`config.mk`:
```
export PLATFORM = sky130hd
export DESIGN_NAME = fpu_op_sequencer_flat
export DESIGN_NICKNAME = d
export VERILOG_FILES = /design/src/rtl/fpu_op_sequencer_if.sv /design/src/rtl/fpu_op_sequencer.sv /design/src/flat_wrapper.sv
export SDC_FILE = /design/constraint.sdc
export NUM_CORES = 1
export LEC_CHECK = 0
export ABC_AREA = 1
export CAP_MARGIN = 20
export CORE_ASPECT_RATIO = 1.1
export CORE_MARGIN = 2
export CORE_UTILIZATION = 35
export DETAILED_ROUTE_END_ITERATION = 8
export DONT_BUFFER_PORTS = 1
export GPL_ROUTABILITY_DRIVEN = 1
export PLACE_DENSITY = 0.54
export SLEW_MARGIN = 20
export SYNTH_ARGS = -nofsm -noshare
export SYNTH_HDL_FRONTEND = slang
export SYNTH_SLANG_ARGS = --single-unit
```
`constraint.sdc`:
```
create_clock -name clk -period 2.2 [get_ports clk]
set_input_delay 0.55 -clock clk [delete_from_list [all_inputs] [get_ports clk]]
set_output_delay 0.55 -clock clk [all_outputs]
set_load 0.01 [all_outputs]
```
`src/rtl/fpu_op_sequencer_if.sv`:
```
// Request/response handshake bundle for the FP op sequencer.
// master = FP issue side, slave = sequencer.
interface fpu_op_sequencer_if;
  logic        req_valid;
  logic        req_ready;
  logic [1:0]  req_op;
  logic [31:0] req_a;
  logic [31:0] req_b;
  logic [4:0]  req_tag;
  logic        rsp_valid;
  logic        rsp_ready;
  logic [31:0] rsp_result;
  logic [4:0]  rsp_tag;
  logic        rsp_dz;
  logic        rsp_nv;

  modport master (
    output req_valid, req_op, req_a, req_b, req_tag,
    output rsp_ready,
    input  req_ready, rsp_valid, rsp_result,
    input  rsp_tag, rsp_dz, rsp_nv
  );

  modport slave (
    input  req_valid, req_op, req_a, req_b, req_tag,
    input  rsp_ready,
    output req_ready, rsp_valid, rsp_result,
    output rsp_tag, rsp_dz, rsp_nv
  );
endinterface

```
`src/rtl/fpu_op_sequencer.sv`:
```
// Single-issue sequencer for the shared FPU datapath.
// Waits a per-op multicycle count, then returns the unit result.
module fpu_op_sequencer #(
  parameter int ADD_LAT = 1,
  parameter int MUL_LAT = 2,
  parameter int DIV_LAT = 8
) (
  input  logic        clk,
  input  logic        rst_n,
  fpu_op_sequencer_if.slave bus,
  output logic [31:0] fpu_a,
  output logic [31:0] fpu_b,
  output logic [1:0]  fpu_sel,
  input  logic [31:0] addsub_result,
  input  logic [31:0] mul_result,
  input  logic [31:0] div_result,
  output logic        busy
);

  typedef enum logic [1:0] {
    IDLE,
    EXEC,
    DONE
  } state_t;

  localparam logic [3:0] ADD_M1 = 4'(ADD_LAT - 1);
  localparam logic [3:0] MUL_M1 = 4'(MUL_LAT - 1);
  localparam logic [3:0] DIV_M1 = 4'(DIV_LAT - 1);

  state_t      state_q, state_d;
  logic [3:0]  cnt_q, cnt_d;
  logic [3:0]  lat_m1;
  logic        ready_q, valid_q, busy_q;
  logic        spec_q;
  logic [1:0]  op_q;
  logic [31:0] res_q, cap_res;
  logic [4:0]  tag_q;
  logic        dz_q, nv_q;
  logic        accept, a_zero, div_zero;
  logic [1:0]  sel_d;

  assign accept   = bus.req_valid && ready_q;
  assign a_zero   = bus.req_a[30:0] == 31'd0;
  assign div_zero = (bus.req_op == 2'b11) &&
                    (bus.req_b[30:0] == 31'd0);

  assign bus.req_ready  = ready_q;
  assign bus.rsp_valid  = valid_q;
  assign bus.rsp_result = res_q;
  assign bus.rsp_tag    = tag_q;
  assign bus.rsp_dz     = dz_q;
  assign bus.rsp_nv     = nv_q;
  assign busy           = busy_q;

  // Decode the incoming op into unit select and latency.
  always_comb begin
    sel_d  = 2'd0;
    lat_m1 = ADD_M1;
    unique case (1'b1)
      bus.req_op == 2'b11: begin
        sel_d  = 2'd2;
        lat_m1 = DIV_M1;
      end
      bus.req_op == 2'b10: begin
        sel_d  = 2'd1;
        lat_m1 = MUL_M1;
      end
      default: begin
        sel_d  = 2'd0;
        lat_m1 = ADD_M1;
      end
    endcase
  end

  // Pick the unit result belonging to the latched op.
  always_comb begin
    cap_res = addsub_result;
    unique case (1'b1)
      op_q == 2'b11: cap_res = div_result;
      op_q == 2'b10: cap_res = mul_result;
      default:       cap_res = addsub_result;
    endcase
  end

  // Next state and countdown. Zero divisors spend one
  // cycle in EXEC with a zero count so that the response
  // timing matches a one-cycle op.
  always_comb begin
    state_d = state_q;
    cnt_d   = cnt_q;
    case (state_q)
      IDLE: begin
        if (accept) begin
          state_d = EXEC;
          cnt_d   = div_zero ? 4'd0 : lat_m1;
        end
      end
      EXEC: begin
        if (cnt_q == 4'd0) begin
          state_d = DONE;
        end else begin
          cnt_d = cnt_q - 4'd1;
        end
      end
      DONE: begin
        if (valid_q && bus.rsp_ready) begin
          state_d = IDLE;
        end
      end
      default: state_d = IDLE;
    endcase
  end

  // State register with registered handshake/status outputs.
  always_ff @(posedge clk or negedge rst_n) begin
    if (!rst_n) begin
      state_q <= IDLE;
      cnt_q   <= 4'd0;
      ready_q <= 1'b0;
      valid_q <= 1'b0;
      busy_q  <= 1'b0;
    end else begin
      state_q <= state_d;
      cnt_q   <= cnt_d;
      ready_q <= state_d == IDLE;
      valid_q <= state_d == DONE;
      busy_q  <= state_d != IDLE;
    end
  end

  // Operand, tag and result capture.
  always_ff @(posedge clk or negedge rst_n) begin
    if (!rst_n) begin
      fpu_a   <= 32'd0;
      fpu_b   <= 32'd0;
      fpu_sel <= 2'd0;
      op_q    <= 2'd0;
      spec_q  <= 1'b0;
      tag_q   <= 5'd0;
      res_q   <= 32'd0;
      dz_q    <= 1'b0;
      nv_q    <= 1'b0;
    end else begin
      if (accept) begin
        tag_q  <= bus.req_tag;
        op_q   <= bus.req_op;
        spec_q <= div_zero;
        if (div_zero) begin
          nv_q  <= a_zero;
          dz_q  <= !a_zero;
          res_q <= a_zero ? 32'h7FC0_0000 :
                   {bus.req_a[31] ^ bus.req_b[31],
                    8'hFF, 23'd0};
        end else begin
          fpu_a   <= bus.req_a;
          fpu_sel <= sel_d;
          fpu_b   <= (bus.req_op == 2'b01) ?
                     {~bus.req_b[31], bus.req_b[30:0]} :
                     bus.req_b;
        end
      end
      if (state_q == EXEC && cnt_q == 4'd0 && !spec_q) begin
        res_q <= cap_res;
        dz_q  <= 1'b0;
        nv_q  <= 1'b0;
      end
    end
  end

endmodule

```
`src/flat_wrapper.sv`:
```
// flat-port wrapper written by rule: the top's interface ports become plain ports
module fpu_op_sequencer_flat 
#(
  parameter int ADD_LAT = 1,
  parameter int MUL_LAT = 2,
  parameter int DIV_LAT = 8
)
  (clk, rst_n, fpu_a, fpu_b, fpu_sel, addsub_result, mul_result, div_result, busy, bus_req_valid, bus_req_op, bus_req_a, bus_req_b, bus_req_tag, bus_rsp_ready, bus_req_ready, bus_rsp_valid, bus_rsp_result, bus_rsp_tag, bus_rsp_dz, bus_rsp_nv);
  fpu_op_sequencer_if bus_i ();
  input  logic clk;
  input  logic rst_n;
  output logic [31:0] fpu_a;
  output logic [31:0] fpu_b;
  output logic [1:0] fpu_sel;
  input  logic [31:0] addsub_result;
  input  logic [31:0] mul_result;
  input  logic [31:0] div_result;
  output logic busy;
  input wire logic [$bits(bus_i.req_valid)-1:0] bus_req_valid;
  input wire logic [$bits(bus_i.req_op)-1:0] bus_req_op;
  input wire logic [$bits(bus_i.req_a)-1:0] bus_req_a;
  input wire logic [$bits(bus_i.req_b)-1:0] bus_req_b;
  input wire logic [$bits(bus_i.req_tag)-1:0] bus_req_tag;
  input wire logic [$bits(bus_i.rsp_ready)-1:0] bus_rsp_ready;
  output wire logic [$bits(bus_i.req_ready)-1:0] bus_req_ready;
  output wire logic [$bits(bus_i.rsp_valid)-1:0] bus_rsp_valid;
  output wire logic [$bits(bus_i.rsp_result)-1:0] bus_rsp_result;
  output wire logic [$bits(bus_i.rsp_tag)-1:0] bus_rsp_tag;
  output wire logic [$bits(bus_i.rsp_dz)-1:0] bus_rsp_dz;
  output wire logic [$bits(bus_i.rsp_nv)-1:0] bus_rsp_nv;
  assign bus_i.req_valid = bus_req_valid;
  assign bus_i.req_op = bus_req_op;
  assign bus_i.req_a = bus_req_a;
  assign bus_i.req_b = bus_req_b;
  assign bus_i.req_tag = bus_req_tag;
  assign bus_i.rsp_ready = bus_rsp_ready;
  assign bus_req_ready = bus_i.req_ready;
  assign bus_rsp_valid = bus_i.rsp_valid;
  assign bus_rsp_result = bus_i.rsp_result;
  assign bus_rsp_tag = bus_i.rsp_tag;
  assign bus_rsp_dz = bus_i.rsp_dz;
  assign bus_rsp_nv = bus_i.rsp_nv;
  fpu_op_sequencer #(.ADD_LAT(ADD_LAT), .MUL_LAT(MUL_LAT), .DIV_LAT(DIV_LAT)) u_core (.clk(clk), .rst_n(rst_n), .bus(bus_i), .fpu_a(fpu_a), .fpu_b(fpu_b), .fpu_sel(fpu_sel), .addsub_result(addsub_result), .mul_result(mul_result), .div_result(div_result), .busy(busy));
endmodule
```
==> results of run 1 <==
logic make-up (layout without fill, tap and decap cells):
family / after synthesis / count (layout)
buffers and inverters: 88 / 95
AOI/OAI and AO/OA: 50 / 50
and+or+nand+nor: 469 / 469
DFF: 117 / 117
adders and majority gates: 1 / 1
xor gates and xnor gates: 3 / 3
power by group through the flow:
stage | registers, W | logic, W | clock network (W)
global route | 0.00450 | 0.00314 | 0.00298
floorplan | 0.00414 | 0.00225 | 0
global placement | 0.00441 | 0.00260 | 0
CTS | 0.00440 | 0.00274 | 0.00289
detailed placement | 0.00442 | 0.00274 | 0
finish | 0.00437 | 0.00270 | 0.00281
cells in the mapped netlist:
master    count  area share
buf_4         1      0.0013
inv_1        50       0.033
nand3_2       1      0.0017
ha_1          1      0.0022
xor2_1        2      0.0030
nand3_1      91       0.079
dfrtp_1     117        0.51
nor2_4        2      0.0039
nand2_2      26       0.028
xnor2_1       1      0.0015
buf_6         5      0.0098
buf_1         4      0.0026
buf_2         6      0.0052
nand4_1       8      0.0087
a21oi_1       6      0.0052
nand2_1     298        0.19
o21ai_0       8      0.0070
o31ai_1       1      0.0013
clkbuf_1     17       0.011
buf_8         4       0.010
inv_2         1     0.00065
o21ai_2      34       0.052
nor2_1       42       0.027
or2_2         1      0.0011
o21ai_1       1     0.00087
cell type report:
class | instances | area [sq um] | share of cell area
clock inverters | 9 | 128 | 0.0195
well taps | 204 | 255 | 0.0391
inverters | 51 | 191 | 0.0293
multi-input cells | 523 | 2410 | 0.368
flip-flops and latches | 117 | 2930 | 0.448
clock buffers | 21 | 470 | 0.0720
repair buffers | 14 | 155 | 0.0237
state kept, by name, summed over array words and instances (netlist names):
| name | flops |
|---|---|
| u_core.cnt_q | 4 |
| u_core.bus.rsp_valid | 1 |
| u_core.bus.rsp_nv | 1 |
| u_core.op_q | 2 |
| u_core.fpu_a | 32 |
| u_core.bus.req_ready | 1 |
| u_core.bus.rsp_dz | 1 |
| u_core.bus.rsp_result | 32 |
| u_core.spec_q | 1 |
| u_core.busy | 1 |
| u_core.fpu_b | 32 |
| u_core.fpu_sel | 2 |
| u_core.bus.rsp_tag | 5 |
| u_core.state_q | 2 |
per-stage QoR:
stage	total power, W	area [sq um]	std cells	util
final	0.00988	6540	939	0.402
after floorplan	0.00639	5750	728	-
after global routing	0.0106	6540	939	0.402
after detailed placement	0.00716	5940	909	0.365
after global placement	0.00702	5940	909	0.365
after CTS	0.0100	6540	939	0.402
placed cells by master (no fill, tap or decap), types with 4 or more instances in the layout:
master,netlist,routed
nor2_1,42,42
a21oi_1,6,6
buf_4,1,10
nand4_1,8,8
dfrtp_1,117,117
clkbuf_16,0,17
inv_1,50,50
nand3_1,91,91
o21ai_2,34,34
nand2_1,298,298
nand2_2,26,25
buf_12,0,4
o21ai_0,8,8
critical path: stages (launching register included):
cell and delay [ps]:
dfrtp_1 370, inv_1 90, ha_1 160, nand2_1 70, nor2_1 130, nand2_1 130, nor2_4 180, inv_2 140
nand2_1 320, nand2_1 110, nand2_1 80
worst paths after layout:
check                                             to  cells past startpoint  slack [ps]
setup / recovery           u_core.bus.rsp_result[27]                     10         360
hold / removal                      u_core.fpu_b[13]                      0        -170
setup reg to reg           u_core.bus.rsp_result[27]                     10         360
hold reg to reg                      u_core.cnt_q[3]                      2         540
max in group asynchronous            u_core.cnt_q[0]                      0        2230
min in group clk               u_core.bus.rsp_tag[2]                      2         250
timing repair:
item / 4_1_cts / 5_1_grt
buffers inserted: 0 / 0
hold endpoints to repair: 117 / 117
gates resized for setup: 0 / 0
routing by layer:
metal  vias to the layer above  part of all wire  wire [um]
met2                       228              0.50       7850
met5                         -                 0          0
met1                      2201              0.39       6030
met3                        13             0.097       1500
met4                         0             0.010        163
li1                       2272                 -          -
==> flow_summary_export.csv, run 1 <==
group,metric,value,unit
status,status,"finished, violations left",
status,violations,"negative hold slack",
job,cap_violations,0,
cells_and_area,drive_above_1_share,0.147,
power_and_ir_drop,vdd_drop_max,0.000545,V
cts,cts_tree,"built",
power_and_ir_drop,p_int,0.00603,W
power_and_ir_drop,powerDensity,1510,mW/mm^2
detailed_routing,viasPerCell,5.02,
synth,synth_mux_area_frac,0,
global_route,grt_pass1_wl,24500,um
detailed_routing,routed_wl,15600,um
setup_path,end_kind,"flip-flop",
cts,cts_buffers,17,
setup_path,cp.arrival,2190,ps
synth,synth_cell_types,25,
setup_path,critPathKind,"flip-flop to flip-flop",
timing,hold_ws,-169,ps
timing,period_needed,1840,ps
timing,min_period_over_period,0.836,
cells_and_area,fillers,1662,
cts,clk_latency,420,ps
floorplan,coreArea,0.0162,sq mm
synth,synth_top_family_by_area,"simple AND/OR/NAND/NOR gates",
synth,syn-cell-area,0.00575,sq mm
cells_and_area,diodes,0,
timing,max_slew_margin,0.403,
placed_design,dp_hpwl,11600,um
timing,setup_viol,0,
global_route,grt.busiest_layer,"met2",
cts,clock_path_buffers,2,
timing,rsz0062_at_grt,"no",
floorplan,ios,279,
cts,path_clk_slew,50,ps
min_path,min-delay-path-class,"input port to async pin",
detailed_routing,num_vias,4714,
setup_path,timing.rr.start,"u_core.cnt_q[0]",
power_and_ir_drop,seqPwrFrac,0.442,
placed_design,place.gp.congestion,0.791,
timing,tns,0,ps
cells_and_area,syn2layout_area_growth,13.6,%
synth,synth_area_per_cell,7.90,sq um
setup_path,cp_max_fo,13,
synth,synth_compound_area_frac,0.0661,
synth,synth_nets,900,
floorplan,chipHeight,138,um
synth,yosys.area_share.simple,0.345,
global_route,antenna_found_initial,0,
synth,ys_seq_elements,117,
detailed_routing,drt.antenna.violating_nets,0,
power_and_ir_drop,p_switching,0.00386,W
synth,synthAdderAreaFrac,0.00217,
timing,drv_slew,0,
cells_and_area,nNetsFinal,896,
power_and_ir_drop,switching_share,0.390,
floorplan,rows,49,
floorplan,die_w,126,um
power_and_ir_drop,p_leak,3.32,nW
setup_path,crit_path_start_kind,"flip-flop",
synth,yosysWarnings,0,
detailed_routing,avgRoutedWirePerCell,16.6,um
synth,yosysSeqAreaShare,0.509,
global_route,grtUsageMet2,0.308,
global_route,grtUsageTotal,0.179,
timing,fmax,544,MHz
timing,tightestPinTransition,895,ps
placed_design,dp_slack,222,ps
timing,setup_ws,362,ps
power_and_ir_drop,clkPwrFrac,0.284,
global_route,use_met3,0.0677,
synth,synth-xor-area-share,0.00457,
placed_design,port_buffers,0,
cts,htreeDepth,4,
timing,hold_viol_final,117,
setup_path,setup.worst_path.start,"u_core.cnt_q[0]",
setup_path,crit_required,2550,ps
global_route,gr-usage-met1,0.205,
cts,ctsRootBufferMaster,"clkbuf_16",
detailed_routing,drc,0,
floorplan,start_util,0.354,
floorplan,die_area,0.0175,sq mm
power_and_ir_drop,pwr-share-comb,0.273,
synth,synthCells,728,
global_route,grt_max_degree,118,
detailed_routing,drt-pass1-iter-count,4,
global_route,grt_pass1_vias,4705,
global_route,overflow,0,
timing,fin_skew,20.3,ps
detailed_routing,drtIter0Drc,223,
cts,clock_sinks,117,
(Power assumes the default switching activity.)
==> run 2, diff against run 1 <==
==> constraint.sdc (replaced) <==
create_clock -name clk -period 1.7 [get_ports clk]
set_input_delay 0.425 -clock clk [delete_from_list [all_inputs] [get_ports clk]]
set_output_delay 0.425 -clock clk [all_outputs]
set_load 0.01 [all_outputs]
==> run 2 against run 1 <==
The run still ends with negative hold slack left. Core utilization grew 1.8 points. Final cell count grew 2.1%. Setup slack lost 280 ps. Clock skew shrank 12 ps. Die area is the same. Register-to-register slack lost 280 ps. Sequential share of layout area shrank 1.9 points. Largest power group unchanged. Routed wire length grew 0.24%. Critical endpoint is now u_core.bus.rsp_result[19]. Hold slack lost 120 ps.
==> flow_summary_export.csv, run 2 (synthesis results as in run 1) <==
group,metric,value,unit
cells_and_area,multiInputGateArea,0.00244,sq mm
job,cap_violations,0,
global_route,grt_max_degree,118,
cts,path_clk_slew,60,ps
min_path,min-delay-path-class,"input port to async pin",
detailed_routing,routed_wl,15600,um
setup_path,critPathKind,"flip-flop to flip-flop",
cells_and_area,drive_above_1_share,0.179,
setup_path,max_stage_delay,390,ps
setup_path,end_kind,"flip-flop",
floorplan,chipHeight,138,um
power_and_ir_drop,p_switching,0.00513,W
power_and_ir_drop,p_leak,3.45,nW
cts,ctsRootBufferMaster,"clkbuf_16",
setup_path,crit_required,2000,ps
setup_path,path_cells,"inv_2 > ha_4 > nand2_2 > nor2_4 > nand2_2 > nor2_4 > buf_12 > inv_4 > buf_12 > nand3_1 > nand2_1",
setup_path,cp.arrival,1910,ps
cells_and_area,final_common_cell,"nand2_1",
power_and_ir_drop,clkPwrFrac,0.277,
cells_and_area,syn2layout_area_growth,18.6,%
cts,cts_tree,"built",
detailed_routing,drc,0,
global_route,grt_pass1_vias,4843,
global_route,antenna_found_initial,0,
cells_and_area,layout.cells.non_filler,959,
cells_and_area,regArea,0.00293,sq mm
timing,fmax,619,MHz
floorplan,coreArea,0.0162,sq mm
detailed_routing,viasPerCell,5.02,
cts,htreeDepth,4,
placed_design,port_buffers,0,
detailed_routing,drtIter0Drc,211,
floorplan,ios,279,
cells_and_area,nNetsFinal,914,
power_and_ir_drop,pwr-share-comb,0.296,
global_route,overflow,0,
cts,cts_buffers,17,
status,violations,"negative hold slack",
cts,clk_latency,400,ps
detailed_routing,avgRoutedWirePerCell,16.3,um
cts,clock_sinks,117,
status,status,"finished, violations left",
detailed_routing,drt-pass1-iter-count,6,
placed_design,place.gp.congestion,0.786,
power_and_ir_drop,powerDensity,1940,mW/mm^2
power_and_ir_drop,seqPwrFrac,0.427,
timing,min_period_over_period,0.951,
timing,hold_ws,-287,ps
detailed_routing,num_vias,4817,
cells_and_area,final_cell_mix,"nand2_1 (295), dfrtp_1 (117), nand3_1 (91)",
detailed_routing,drt.antenna.violating_nets,0,
timing,drv_slew,0,
floorplan,rows,49,
setup_path,crit_path_start_kind,"flip-flop",
cells_and_area,stdcell_area,0.00682,sq mm
power_and_ir_drop,switching_share,0.388,
timing,tns,0,ps
timing,setup_viol,0,
placed_design,dp_slack,-25.5,ps
power_and_ir_drop,p_int,0.00811,W
setup_path,critPathSlowestCell,"dfrtp_1",
floorplan,start_util,0.354,
timing,setup_ws,84.0,ps
cells_and_area,diodes,0,
setup_path,cp_max_fo,20,
placed_design,dp_hpwl,11500,um
global_route,grtUsageTotal,0.179,
placed_design,placed_area,0.00609,sq mm
cts,clock_path_buffers,2,
placed_design,dp.cells,921,
floorplan,die_area,0.0175,sq mm
timing,tightestPinTransition,315,ps
timing,hold_viol_final,117,
cells_and_area,fillers,1619,
global_route,grt_pass1_wl,24500,um
timing,max_slew_margin,0.790,
timing,period_needed,1620,ps
power_and_ir_drop,vdd_drop_max,0.000738,V
floorplan,die_w,126,um
timing,fin_skew,8.55,ps
## run 2: cell count changes in the layout (fill, tap and decap cells not counted), sizes merged
cell,delta
buf,+17
clkinv,+1
clkinvlp,+1
inv,+1
## run 2: cell type report
type	count	share of cell area
clock buffers	20	0.0669
clock inverters	12	0.0224
inverters	51	0.0284
multi-input cells	523	0.358
flip-flops and latches	117	0.429
well taps	204	0.0374
repair buffers	32	0.0583
## run 2: final timing paths
path / startpoint / end / slack [ps] / depth (start not counted)
worst max register to register: u_core.cnt_q[0] / u_core.bus.rsp_result[19] / 80 / 11
min in group clk: bus_req_tag[2] / u_core.bus.rsp_tag[2] / 140 / 2
max in group asynchronous: rst_n / u_core.bus.rsp_result[19] / 1830 / 0
worst max-delay path: u_core.cnt_q[0] / u_core.bus.rsp_result[19] / 80 / 11
worst min-delay path: rst_n / u_core.fpu_b[7] / -290 / 0
worst min register to register: u_core.fpu_b[2] / u_core.fpu_b[2] / 540 / 2
## run 2: routing by layer
| layer | wire length, um | GRT usage |
|---|---|---|
| met1 | 6100 | 0.200 |
| met2 | 7940 | 0.314 |
| met3 | 1360 | 0.0662 |
| met4 | 181 | 0.0555 |
| met5 | 0 | 0 |
## run 2: metrics by stage
step	hold WS, ps	util	total power [W]
floorplan	129	-	0.00827
global placement	132	0.375	0.00926
detailed placement	132	0.375	0.00947
CTS	-316	0.416	0.0133
global route	-320	0.420	0.0142
finish	-287	0.420	0.0132
## run 2: worst max-delay path, delay by kind of cell (launching register included)
kind | cells | cell delay, ps
buffers and inverters | 4 | 450
and+or+nand+nor | 6 | 520
adders and majority gates | 1 | 140
DFF | 1 | 390
## run 2: power by group through the flow
stage	Clock [W]	Combinational [W]	Sequential, W
5_1_grt	0.00389	0.00451	0.00580
2_1_floorplan	0	0.00291	0.00536
6_report	0.00367	0.00392	0.00565
3_3_place_gp	0	0.00356	0.00569
3_5_place_dp	0	0.00376	0.00571
4_1_cts	0.00376	0.00386	0.00568
## run 2: what timing repair did
action,in CTS,in global routing
resized for setup,8,10
endpoints found under the hold margin,117,117
endpoints found under the setup margin,8,35
cloned,1,1
pin swaps,1,5
buffers inserted,3,2
